===== src/rtl/mem_port_arbiter_if.sv =====
// mem_port_arbiter_if: bundles the IFU, LSU and downstream memory port
// signals of mem_port_arbiter. The "master" modport is the arbiter's view
// (it masters the memory port and answers the core); "slave" is the
// surrounding environment (core requesters plus memory).
interface mem_port_arbiter_if #(
  parameter int ADDR_W = 32,
  parameter int DATA_W = 32
);
  logic              ifu_reqValid;
  logic [ADDR_W-1:0] ifu_addr;
  logic              ifu_respValid;
  logic [DATA_W-1:0] ifu_rdata;

  logic              lsu_reqValid;
  logic [ADDR_W-1:0] lsu_addr;
  logic              lsu_wen;
  logic [DATA_W-1:0] lsu_wdata;
  logic [3:0]        lsu_wmask;
  logic [1:0]        lsu_size;
  logic              lsu_respValid;
  logic [DATA_W-1:0] lsu_rdata;

  logic              mem_reqValid;
  logic [ADDR_W-1:0] mem_addr;
  logic              mem_wen;
  logic [DATA_W-1:0] mem_wdata;
  logic [3:0]        mem_wmask;
  logic [1:0]        mem_size;
  logic              mem_respValid;
  logic [DATA_W-1:0] mem_rdata;

  logic              err_timeout;

  modport master (
    input  ifu_reqValid, ifu_addr,
    input  lsu_reqValid, lsu_addr, lsu_wen, lsu_wdata, lsu_wmask, lsu_size,
    input  mem_respValid, mem_rdata,
    output ifu_respValid, ifu_rdata,
    output lsu_respValid, lsu_rdata,
    output mem_reqValid, mem_addr, mem_wen, mem_wdata, mem_wmask, mem_size,
    output err_timeout
  );

  modport slave (
    output ifu_reqValid, ifu_addr,
    output lsu_reqValid, lsu_addr, lsu_wen, lsu_wdata, lsu_wmask, lsu_size,
    output mem_respValid, mem_rdata,
    input  ifu_respValid, ifu_rdata,
    input  lsu_respValid, lsu_rdata,
    input  mem_reqValid, mem_addr, mem_wen, mem_wdata, mem_wmask, mem_size,
    input  err_timeout
  );
endinterface


===== src/rtl/mem_port_arbiter.sv =====
// mem_port_arbiter: shares one memory port between IFU and LSU with one
// outstanding request at a time and alternating grants under contention.
// Optional build macro ARB_TIMEOUT_EN adds a WAIT-state watchdog that forces
// a 32'hdeadbeef response and pulses err_timeout after TIMEOUT_CYCLES.
module mem_port_arbiter #(
  parameter int ADDR_W         = 32,
  parameter int DATA_W         = 32,
  parameter int TIMEOUT_CYCLES = 1024
) (
  input  logic               clock,
  input  logic               reset,
  mem_port_arbiter_if.master bus
);

  typedef enum logic [1:0] {
    S_IDLE  = 2'd0,
    S_ISSUE = 2'd1,
    S_WAIT  = 2'd2,
    S_RESP  = 2'd3
  } state_t;

  localparam logic       GRANT_IFU = 1'b0;
  localparam logic       GRANT_LSU = 1'b1;
  localparam logic [1:0] IFU_SIZE  = 2'b10;

`ifdef ARB_TIMEOUT_EN
  localparam logic [15:0]       TIMEOUT_LAST = 16'(TIMEOUT_CYCLES - 1);
  localparam logic [DATA_W-1:0] TIMEOUT_DATA = DATA_W'(32'hdeadbeef);
  logic [15:0] wait_cnt_q, wait_cnt_d;
`else
  localparam int unused_timeout_cycles = TIMEOUT_CYCLES;
`endif

  state_t            state_q, state_d;
  logic              grant_q, grant_d;
  logic              last_q, last_d;
  logic              mem_req_q, mem_req_d;
  logic [ADDR_W-1:0] mem_addr_q, mem_addr_d;
  logic              mem_wen_q, mem_wen_d;
  logic [DATA_W-1:0] mem_wdata_q, mem_wdata_d;
  logic [3:0]        mem_wmask_q, mem_wmask_d;
  logic [1:0]        mem_size_q, mem_size_d;
  logic              ifu_resp_q, ifu_resp_d;
  logic [DATA_W-1:0] ifu_rdata_q, ifu_rdata_d;
  logic              lsu_resp_q, lsu_resp_d;
  logic [DATA_W-1:0] lsu_rdata_q, lsu_rdata_d;
  logic              err_q, err_d;
  logic              pick_lsu;

  // LSU wins when it is alone, or when both wait and IFU was served last.
  assign pick_lsu = bus.lsu_reqValid & (~bus.ifu_reqValid | (last_q == GRANT_IFU));

  // Next-state, request latching and response capture for the transaction FSM.
  always_comb begin
    state_d     = state_q;
    grant_d     = grant_q;
    last_d      = last_q;
    mem_req_d   = 1'b0;
    mem_addr_d  = mem_addr_q;
    mem_wen_d   = mem_wen_q;
    mem_wdata_d = mem_wdata_q;
    mem_wmask_d = mem_wmask_q;
    mem_size_d  = mem_size_q;
    ifu_resp_d  = 1'b0;
    ifu_rdata_d = ifu_rdata_q;
    lsu_resp_d  = 1'b0;
    lsu_rdata_d = lsu_rdata_q;
    err_d       = 1'b0;
`ifdef ARB_TIMEOUT_EN
    wait_cnt_d  = wait_cnt_q;
`endif
    case (state_q)
      S_IDLE: begin
        if (bus.ifu_reqValid || bus.lsu_reqValid) begin
          grant_d   = pick_lsu;
          last_d    = pick_lsu;
          mem_req_d = 1'b1;
          state_d   = S_ISSUE;
          if (pick_lsu) begin
            mem_addr_d  = bus.lsu_addr;
            mem_wen_d   = bus.lsu_wen;
            mem_wdata_d = bus.lsu_wdata;
            mem_wmask_d = bus.lsu_wmask;
            mem_size_d  = bus.lsu_size;
          end else begin
            mem_addr_d  = bus.ifu_addr;
            mem_wen_d   = 1'b0;
            mem_wdata_d = {DATA_W{1'b0}};
            mem_wmask_d = 4'b0000;
            mem_size_d  = IFU_SIZE;
          end
        end else begin
          state_d = S_IDLE;
        end
      end
      S_ISSUE: begin
        state_d = S_WAIT;
`ifdef ARB_TIMEOUT_EN
        wait_cnt_d = 16'd0;
`endif
      end
      S_WAIT: begin
        if (bus.mem_respValid) begin
          state_d = S_RESP;
          if (grant_q == GRANT_LSU) begin
            lsu_rdata_d = bus.mem_rdata;
            lsu_resp_d  = 1'b1;
          end else begin
            ifu_rdata_d = bus.mem_rdata;
            ifu_resp_d  = 1'b1;
          end
        end
`ifdef ARB_TIMEOUT_EN
        else if (wait_cnt_q == TIMEOUT_LAST) begin
          state_d = S_RESP;
          err_d   = 1'b1;
          if (grant_q == GRANT_LSU) begin
            lsu_rdata_d = TIMEOUT_DATA;
            lsu_resp_d  = 1'b1;
          end else begin
            ifu_rdata_d = TIMEOUT_DATA;
            ifu_resp_d  = 1'b1;
          end
        end else begin
          wait_cnt_d = wait_cnt_q + 16'd1;
        end
`else
        else begin
          state_d = S_WAIT;
        end
`endif
      end
      S_RESP: begin
        // Requests seen during the response cycle are deliberately ignored.
        state_d = S_IDLE;
      end
      default: begin
        state_d = S_IDLE;
      end
    endcase
  end

  // State and output registers; reset abandons any in-flight transaction.
  always_ff @(posedge clock or posedge reset) begin
    if (reset) begin
      state_q     <= S_IDLE;
      grant_q     <= GRANT_IFU;
      last_q      <= GRANT_IFU;
      mem_req_q   <= 1'b0;
      mem_addr_q  <= {ADDR_W{1'b0}};
      mem_wen_q   <= 1'b0;
      mem_wdata_q <= {DATA_W{1'b0}};
      mem_wmask_q <= 4'b0000;
      mem_size_q  <= 2'b00;
      ifu_resp_q  <= 1'b0;
      ifu_rdata_q <= {DATA_W{1'b0}};
      lsu_resp_q  <= 1'b0;
      lsu_rdata_q <= {DATA_W{1'b0}};
      err_q       <= 1'b0;
`ifdef ARB_TIMEOUT_EN
      wait_cnt_q  <= 16'd0;
`endif
    end else begin
      state_q     <= state_d;
      grant_q     <= grant_d;
      last_q      <= last_d;
      mem_req_q   <= mem_req_d;
      mem_addr_q  <= mem_addr_d;
      mem_wen_q   <= mem_wen_d;
      mem_wdata_q <= mem_wdata_d;
      mem_wmask_q <= mem_wmask_d;
      mem_size_q  <= mem_size_d;
      ifu_resp_q  <= ifu_resp_d;
      ifu_rdata_q <= ifu_rdata_d;
      lsu_resp_q  <= lsu_resp_d;
      lsu_rdata_q <= lsu_rdata_d;
      err_q       <= err_d;
`ifdef ARB_TIMEOUT_EN
      wait_cnt_q  <= wait_cnt_d;
`endif
    end
  end

  assign bus.mem_reqValid  = mem_req_q;
  assign bus.mem_addr      = mem_addr_q;
  assign bus.mem_wen       = mem_wen_q;
  assign bus.mem_wdata     = mem_wdata_q;
  assign bus.mem_wmask     = mem_wmask_q;
  assign bus.mem_size      = mem_size_q;
  assign bus.ifu_respValid = ifu_resp_q;
  assign bus.ifu_rdata     = ifu_rdata_q;
  assign bus.lsu_respValid = lsu_resp_q;
  assign bus.lsu_rdata     = lsu_rdata_q;
  assign bus.err_timeout   = err_q;

endmodule

===== src/flat_wrapper.sv =====
// flat-port wrapper written by rule: the top's interface ports become plain ports
module mem_port_arbiter_flat 
#(
  parameter int ADDR_W         = 32,
  parameter int DATA_W         = 32,
  parameter int TIMEOUT_CYCLES = 1024
)
  (clock, reset, bus_ifu_reqValid, bus_ifu_addr, bus_lsu_reqValid, bus_lsu_addr, bus_lsu_wen, bus_lsu_wdata, bus_lsu_wmask, bus_lsu_size, bus_mem_respValid, bus_mem_rdata, bus_ifu_respValid, bus_ifu_rdata, bus_lsu_respValid, bus_lsu_rdata, bus_mem_reqValid, bus_mem_addr, bus_mem_wen, bus_mem_wdata, bus_mem_wmask, bus_mem_size, bus_err_timeout);
  mem_port_arbiter_if #(.ADDR_W(ADDR_W), .DATA_W(DATA_W)) bus_i ();
  input  logic clock;
  input  logic reset;
  input wire logic [$bits(bus_i.ifu_reqValid)-1:0] bus_ifu_reqValid;
  input wire logic [$bits(bus_i.ifu_addr)-1:0] bus_ifu_addr;
  input wire logic [$bits(bus_i.lsu_reqValid)-1:0] bus_lsu_reqValid;
  input wire logic [$bits(bus_i.lsu_addr)-1:0] bus_lsu_addr;
  input wire logic [$bits(bus_i.lsu_wen)-1:0] bus_lsu_wen;
  input wire logic [$bits(bus_i.lsu_wdata)-1:0] bus_lsu_wdata;
  input wire logic [$bits(bus_i.lsu_wmask)-1:0] bus_lsu_wmask;
  input wire logic [$bits(bus_i.lsu_size)-1:0] bus_lsu_size;
  input wire logic [$bits(bus_i.mem_respValid)-1:0] bus_mem_respValid;
  input wire logic [$bits(bus_i.mem_rdata)-1:0] bus_mem_rdata;
  output wire logic [$bits(bus_i.ifu_respValid)-1:0] bus_ifu_respValid;
  output wire logic [$bits(bus_i.ifu_rdata)-1:0] bus_ifu_rdata;
  output wire logic [$bits(bus_i.lsu_respValid)-1:0] bus_lsu_respValid;
  output wire logic [$bits(bus_i.lsu_rdata)-1:0] bus_lsu_rdata;
  output wire logic [$bits(bus_i.mem_reqValid)-1:0] bus_mem_reqValid;
  output wire logic [$bits(bus_i.mem_addr)-1:0] bus_mem_addr;
  output wire logic [$bits(bus_i.mem_wen)-1:0] bus_mem_wen;
  output wire logic [$bits(bus_i.mem_wdata)-1:0] bus_mem_wdata;
  output wire logic [$bits(bus_i.mem_wmask)-1:0] bus_mem_wmask;
  output wire logic [$bits(bus_i.mem_size)-1:0] bus_mem_size;
  output wire logic [$bits(bus_i.err_timeout)-1:0] bus_err_timeout;
  assign bus_i.ifu_reqValid = bus_ifu_reqValid;
  assign bus_i.ifu_addr = bus_ifu_addr;
  assign bus_i.lsu_reqValid = bus_lsu_reqValid;
  assign bus_i.lsu_addr = bus_lsu_addr;
  assign bus_i.lsu_wen = bus_lsu_wen;
  assign bus_i.lsu_wdata = bus_lsu_wdata;
  assign bus_i.lsu_wmask = bus_lsu_wmask;
  assign bus_i.lsu_size = bus_lsu_size;
  assign bus_i.mem_respValid = bus_mem_respValid;
  assign bus_i.mem_rdata = bus_mem_rdata;
  assign bus_ifu_respValid = bus_i.ifu_respValid;
  assign bus_ifu_rdata = bus_i.ifu_rdata;
  assign bus_lsu_respValid = bus_i.lsu_respValid;
  assign bus_lsu_rdata = bus_i.lsu_rdata;
  assign bus_mem_reqValid = bus_i.mem_reqValid;
  assign bus_mem_addr = bus_i.mem_addr;
  assign bus_mem_wen = bus_i.mem_wen;
  assign bus_mem_wdata = bus_i.mem_wdata;
  assign bus_mem_wmask = bus_i.mem_wmask;
  assign bus_mem_size = bus_i.mem_size;
  assign bus_err_timeout = bus_i.err_timeout;
  mem_port_arbiter #(.ADDR_W(ADDR_W), .DATA_W(DATA_W), .TIMEOUT_CYCLES(TIMEOUT_CYCLES)) u_core (.clock(clock), .reset(reset), .bus(bus_i));
endmodule

===== config.mk =====
export PLATFORM = sky130hd
export DESIGN_NAME = mem_port_arbiter_flat
export DESIGN_NICKNAME = d
export VERILOG_FILES = /design/src/rtl/mem_port_arbiter_if.sv /design/src/rtl/mem_port_arbiter.sv /design/src/flat_wrapper.sv
export SDC_FILE = /design/constraint.sdc
export NUM_CORES = 1
export LEC_CHECK = 0
export CORE_ASPECT_RATIO = 1.2
export CORE_MARGIN = 2
export CORE_UTILIZATION = 30
export CTS_CLUSTER_DIAMETER = 100
export DETAILED_ROUTE_END_ITERATION = 12
export PLACE_DENSITY_LB_ADDON = 0.15
export SLEW_MARGIN = 10
export SYNTH_ARGS = -nofsm -noshare
export SYNTH_HDL_FRONTEND = slang
export SYNTH_SLANG_ARGS = --single-unit

===== constraint.sdc =====
create_clock -name clock -period 10 [get_ports clock]
set_clock_uncertainty 0.05 [all_clocks]
set_input_delay 2.5 -clock clock [delete_from_list [all_inputs] [get_ports clock]]
set_output_delay 2.5 -clock clock [all_outputs]
set_load 0.1 [all_outputs]

==> impl_results.md, run 1 <==
- Status: finished, final reports clean
- R2r worst-path depth: 4
- Post-synthesis cell area: 5460 µm²
- Sequential area share after synthesis: 64.7%
- Initial Utilization: 30.4%
- Layout Cells excl Fill: 929
- Residual DRC: 0
- CTS tree: done
- Hold EP: u_core.bus.ifu_rdata[26]$_DFFE_PP0P_
- Library cells used by synthesis: 23
- Leading post-synthesis cells by cell area: dfrtp_1 (65%), mux2_2 (12%), a22o_1 (6.1%)
- Worst-margin pin slew: 1.02 ns
- Worst EP arrival: 1.99 ns
- 1st-pass router iterations: 4
- Final Hold Viols: 0
- Slowest stage delay, CP: 1.16 ns
- Largest fanout on the critical path: 2
- Fin. max-slew vios: 0
- Htree depth: 4
- Clock Sinks: 141
- Tot GR Track Use: 16.3%
- Routed len/inst: 16.9 µm
- Worst Setup Start Kind: register
- Ys async rst share: 100%
- Crit Path Category: register to output pin
- Nets: 838
- Synth top cells by count: dfrtp_1 (141), a21oi_1 (64), mux2_2 (60)
- DRT Wirelength: 15700 µm
- Bufs on Longest Clock Path: 2
- DIE HEIGHT: 152 µm
- Vias in the first global route: 4721
- Share of the synthesized area in the top cell type: 64.7%
- Compound-Gate Fraction of Synth Area: 12.9%
- Cell with the most instances after synthesis: dfrtp_1
- Routed vias/inst: 4.68
- Post_cts resized: 0
- Synthesis Warnings: 0
- Post-synth EDFFs: 0
- # rows: 54
- Clk root buf: clkbuf_16
- Gate count after technology mapping: 422
- CP top delay family: buffers and inverters
- Crit share post-route: 45.4%
- Max Fclk: 220 MHz
- Post-Synth Adder-Cell Area: 0.688%
- Layer with the highest usage: met2
- Vias: 4352
- GR Layer Usage met1: 18.3%
- DIE WIDTH: 127 µm
- Syn avg cell area: 12.9 µm²
- Sum of buffers and inverters on the critical path: 1
- Crit path capture type: output pin
- DP HPWL: 11000 µm
- XOR/XNOR Fraction of Synth Area: 0%
- Port Buf Inserts: 277
- Combined area of the multi-input logic cells: 1750 µm²
- Placer Congestion: 0.769
- Clock Pin Slew Worst Setup and Hold Paths: 0.06 ns
- Met3 Track Usage GR: 6.18%
- CP max-delay cell: clkdlybuf4s50_1
- Worst r2r dst: u_core.bus.lsu_rdata[8]$_DFFE_PP0P_
- Mux contribution to synthesized area: 13.2%
- Dpl cell area: 8400 µm²
- RSZ-0062 raised after global routing: no
- Seq cells post-synth: 141
- Setup TNS: 0 ns
- WHS: 0.444 ns
- Worst path cell trace: clkdlybuf4s50_1
- Syn-to-layout area delta: 65.7%
- Reg-to-reg slack, setup: 7.90 ns
- Max Cap Viol: 0
- Pin count of the biggest net entering global routing: 77
- First-pass GRT wire length: 24400 µm
- Register area: 3530 µm²
- Core Area: 18000 µm²
- Cell taking the most area after synthesis: dfrtp_1
- Worst Path Required: 7.45 ns
- Clk_lat worst skew: 0.41 ns
- Hold_sp: u_core.bus.ifu_rdata[26]$_DFFE_PP0P_
- Hold depth: 1
- Setup bufs post-CTS: 0
- FILL cells: 1589
- Hold Path Class: register to register
- ANT cells: 0
- Hold buffers post-CTS: 0
- Post-DRT Antenna Nets: 0
- Grt total ovfl: 0
- Most used flip-flop cell after synthesis: dfrtp_1
- CTS Buf Count: 17
- Initial drt markers: 202
- GR met2 Demand/Resource: 28.1%
- Max-slew headroom: 31.5%
- Die ar.: 19300 µm²
- Largest family of logic cells by synthesized area: multiplexers
- Syn_nets: 565
- Fin crit period: 4.54 ns
- Share of cells above drive strength 1: 13.9%
- Final Setup Violations: 0
- Simple-gate share of the synthesized area: 5.00%
- Dpl cells: 900
- I/O pin count: 279
- Initial antenna violation count: 0
- Final instance area: 9040 µm²
- RR Startpoint: u_core.state_q[0]$_DFF_PP0_
sequential cells by signal, summed over array words and instances, names as in the netlist:
register                  flops
u_core.bus.mem_reqValid       1
u_core.bus.mem_wmask          4
u_core.bus.mem_size           2
u_core.grant_q                1
u_core.bus.ifu_respValid      1
u_core.bus.lsu_rdata         32
u_core.bus.mem_wen            1
u_core.state_q                2
u_core.bus.mem_wdata         32
u_core.bus.lsu_respValid      1
u_core.bus.mem_addr          32
u_core.bus.ifu_rdata         32
area by class of cell:
cell class | instances | area share [%]
Sequential cell | 141 | 39.0
Timing Repair Buffer | 282 | 31.1
Multi-Input combinational cell | 247 | 19.3
Clock buffer | 19 | 4.79
Tap cell | 224 | 3.10
Clock inverter | 10 | 2.38
Inverter | 6 | 0.304
kinds of logic (layout without fill, tap and decap cells):
logic type / count (synthesis) / in the layout
buffers and inverters: 34 / 317
muxes: 64 / 64
other: 1 / 1
AOI/OAI and AO/OA: 108 / 108
DFF: 141 / 141
and+or+nand+nor: 71 / 71
adders and majority gates: 3 / 3
layout by cell type (no fill, tap or decap), types with 3 or more instances in the layout:
cell               n
a21oi_1           64
a22o_1            38
buf_4              5
bufinv_16          6
clkbuf_16         17
clkdlybuf4s50_1  277
clkinv_4           3
dfrtp_1          141
ha_1               3
inv_1              4
mux2_1             4
mux2_2            60
nand2_1           36
nor2_1            32
metrics by stage:
step / utilization, % / setup slack [ns]
after global placement: 46.7 / 5.55
after global routing: 50.3 / 5.43
after floorplan: - / 3.67
final: 50.3 / 5.46
after detailed placement: 46.7 / 5.46
after CTS: 50.3 / 5.42
worst max-delay path by stage:
stage,from,depth (start not counted),slack [ns],end
global route,u_core.bus.mem_addr[21]$_DFFE_PP0P_,1,5.43,bus_mem_addr[21]
detailed placement,bus_mem_respValid,3,5.46,u_core.bus.lsu_rdata[8]$_DFFE_PP0P_
floorplan,reset,1,3.67,u_core.bus.ifu_rdata[0]$_DFFE_PP0P_
CTS,u_core.bus.mem_addr[21]$_DFFE_PP0P_,1,5.42,bus_mem_addr[21]
finish,u_core.bus.mem_addr[21]$_DFFE_PP0P_,1,5.46,bus_mem_addr[21]
global placement,reset,3,5.55,u_core.bus.ifu_rdata[0]$_DFFE_PP0P_
layer usage:
metal  part of all wire, %  wire [µm]  vias up
li1                      -          -     2013
met1                    40       6340     2126
met2                    49       7750      195
met3                   8.6       1350       18
met4                   1.9        292        0
met5                     0          0        -
Power of run 1 is not shown: default switching activity piles up to over one toggle a cycle in this logic, so the estimate is an artifact.
==> run 2: changes to the inputs <==
==> constraint.sdc (replaced) <==
create_clock -name clock -period 4.2 [get_ports clock]
set_clock_uncertainty 0.05 [all_clocks]
set_input_delay 1.05 -clock clock [delete_from_list [all_inputs] [get_ports clock]]
set_output_delay 1.05 -clock clock [all_outputs]
set_load 0.1 [all_outputs]
==> impl_results.md, run 2 (synthesis gave the netlist of run 1 again) <==
- RSZ-0062 raised after global routing: no
- Pin count of the biggest net entering global routing: 79 (+2.6%)
- Final Setup Violations: 0 (unchanged)
- Syn-to-layout area delta: 64.4%
- Placer Congestion: 0.746 (-2.9%)
- Nets: 840 (+0.24%)
- First-pass GRT wire length: 24100 µm (-1.2%)
- PnR worst setup slack: 1.12 ns (-4.34 ns)
- Critical path origin: u_core.bus.mem_addr[21]$_DFFE_PP0P_
- Initial antenna violation count: 0 (unchanged)
- Commonest non-fill, non-tap cell in the layout: clkdlybuf4s50_1
- DIE WIDTH: 127 µm (unchanged)
- Commonest cells after routing, fill and taps aside: clkdlybuf4s50_1 (277), dfrtp_1 (141), a21oi_1 (64)
- Worst-margin pin slew: 1.03 ns (+0.00377 ns)
- Max Cap Viol: 0 (unchanged)
- Htree depth: 4 (unchanged)
- Bufs on Longest Clock Path: 2 (unchanged)
- Hold Path Class: register to register
- Vias: 4321 (-0.71%)
- ANT cells: 0 (unchanged)
- Hold_sp: u_core.bus.ifu_rdata[8]$_DFFE_PP0P_
- Hold EP: u_core.bus.ifu_rdata[8]$_DFFE_PP0P_
- Max-slew headroom: 31.2% (-0.25 points)
- Initial Utilization: 30.4% (unchanged)
- Crit Path Category: register to output pin
- Routed vias/inst: 4.64 (-1.0%)
- Fin. max-slew vios: 0 (unchanged)
- Fin crit period: 3.08 ns
- Slowest stage delay, CP: 1.16 ns (about the same)
- Clock Sinks: 141 (unchanged)
- Die ar.: 19300 µm² (unchanged)
- Clk root buf: clkbuf_16
- Largest fanout on the critical path: 2 (unchanged)
- DRT Wirelength: 15300 µm (-2.5%)
- Post-DRT Antenna Nets: 0 (unchanged)
- Setup bufs post-CTS: 0 (unchanged)
- CTS Buf Count: 17 (unchanged)
- Vias in the first global route: 4574 (-3.1%)
- I/O pin count: 279 (unchanged)
- Hold buffers post-CTS: 0 (unchanged)
- Worst r2r dst: u_core.bus.lsu_rdata[17]$_DFFE_PP0P_
- Register area: 3530 µm² (unchanged)
- Clock Pin Slew Worst Setup and Hold Paths: 0.06 ns (about the same)
- Post_cts resized: 0 (unchanged)
- CP top delay family: buffers and inverters
- Port Buf Inserts: 277 (unchanged)
- Share of cells above drive strength 1: 14.5% (+0.65 points)
- Residual DRC: 0 (unchanged)
- RR Startpoint: u_core.state_q[0]$_DFF_PP0_
- Hold depth: 1 (unchanged)
- CTS tree: done
- Tot GR Track Use: 16.0% (-0.31 points)
- Crit path capture type: output pin
- Routed len/inst: 16.5 µm (-2.8%)
- 1st-pass router iterations: 4 (unchanged)
- Clk_lat worst skew: 0.40 ns (about the same)
- Setup TNS: 0 ns (unchanged)
- Initial drt markers: 137 (-32%)
- Worst Path Required: 3.10 ns (-4.35 ns)
- CP max-delay cell: clkdlybuf4s50_1
- Sum of buffers and inverters on the critical path: 1 (unchanged)
- Worst EP arrival: 1.98 ns (about the same)
- FILL cells: 1624 (+2.2%)
- Final Hold Viols: 0 (unchanged)
- Crit share post-route: 73.4%
- Reg-to-reg slack, setup: 2.08 ns (-5.82 ns)
- DIE HEIGHT: 152 µm (unchanged)
- Place WS: 1.15 ns (-4.31 ns)
- Max Fclk: 324 MHz
- Status: finished, final reports clean
- Core Area: 18000 µm² (unchanged)
- Combined area of the multi-input logic cells: 1750 µm² (unchanged)
- R2r worst-path depth: 4 (unchanged)
- Worst path cell trace: clkdlybuf4s50_1
- Grt total ovfl: 0 (unchanged)
- Worst Setup Start Kind: register
- # rows: 54 (unchanged)
- DP HPWL: 10900 µm (-1.3%)
run 2: cell types whose count changed in the layout (fill, tap and decap cells not counted), moves of 2 or more:
cell | before | now
clkbuf_8 | 0 | 2
clkinv_2 | 0 | 5
bufinv_16 | 6 | 1
inv_6 | 2 | 0
clkbuf_1 | 2 | 0
clkinvlp_4 | 0 | 3
run 2: worst register-to-register path, cell delays in order (launching register included):
cell and delay [ns]:
dfrtp_1 0.35, inv_1 0.11, ha_1 0.23, nand3_2 0.69, mux2_2 0.57
run 2: layer usage:
metal / GRT usage (%) / vias to the layer above / routed length [µm]
met2: 26.2 / 200 / 7370
met3: 6.39 / 18 / 1280
met5: 0 / - / 0
met4: 6.10 / 0 / 308
met1: 19.2 / 2086 / 6370
li1: - / 2017 / -
run 2: stage by stage:
step           area [µm²]  hold slack [ns]  instances  util [%]
2_1_floorplan        5460            0.472        422         -
3_3_place_gp         8420            0.427        902      46.9
3_5_place_dp         8420            0.434        902      46.9
4_1_cts              8970            0.447        932      49.9
5_1_grt              8970            0.461        932      49.9
6_report             8970            0.440        932      49.9
run 2: worst max-delay path by stage:
stage                                                 to  cells past startpoint
CTS                                     bus_mem_addr[21]                      1
finish                                  bus_mem_addr[21]                      1
global route                            bus_mem_addr[21]                      1
floorplan            u_core.bus.ifu_rdata[0]$_DFFE_PP0P_                      1
global placement    u_core.bus.lsu_rdata[25]$_DFFE_PP0P_                      3
detailed placement  u_core.bus.lsu_rdata[17]$_DFFE_PP0P_                      3
run 2: layout make-up:
type | instances | share of cell area, %
well taps | 224 | 3.12
clock buffers | 19 | 5.05
repair buffers | 284 | 31.6
flip-flops and latches | 141 | 39.3
inverters | 6 | 0.293
multi-input cells | 247 | 19.5
clock inverters | 11 | 1.07
Power of run 2 is left out for the same reason.
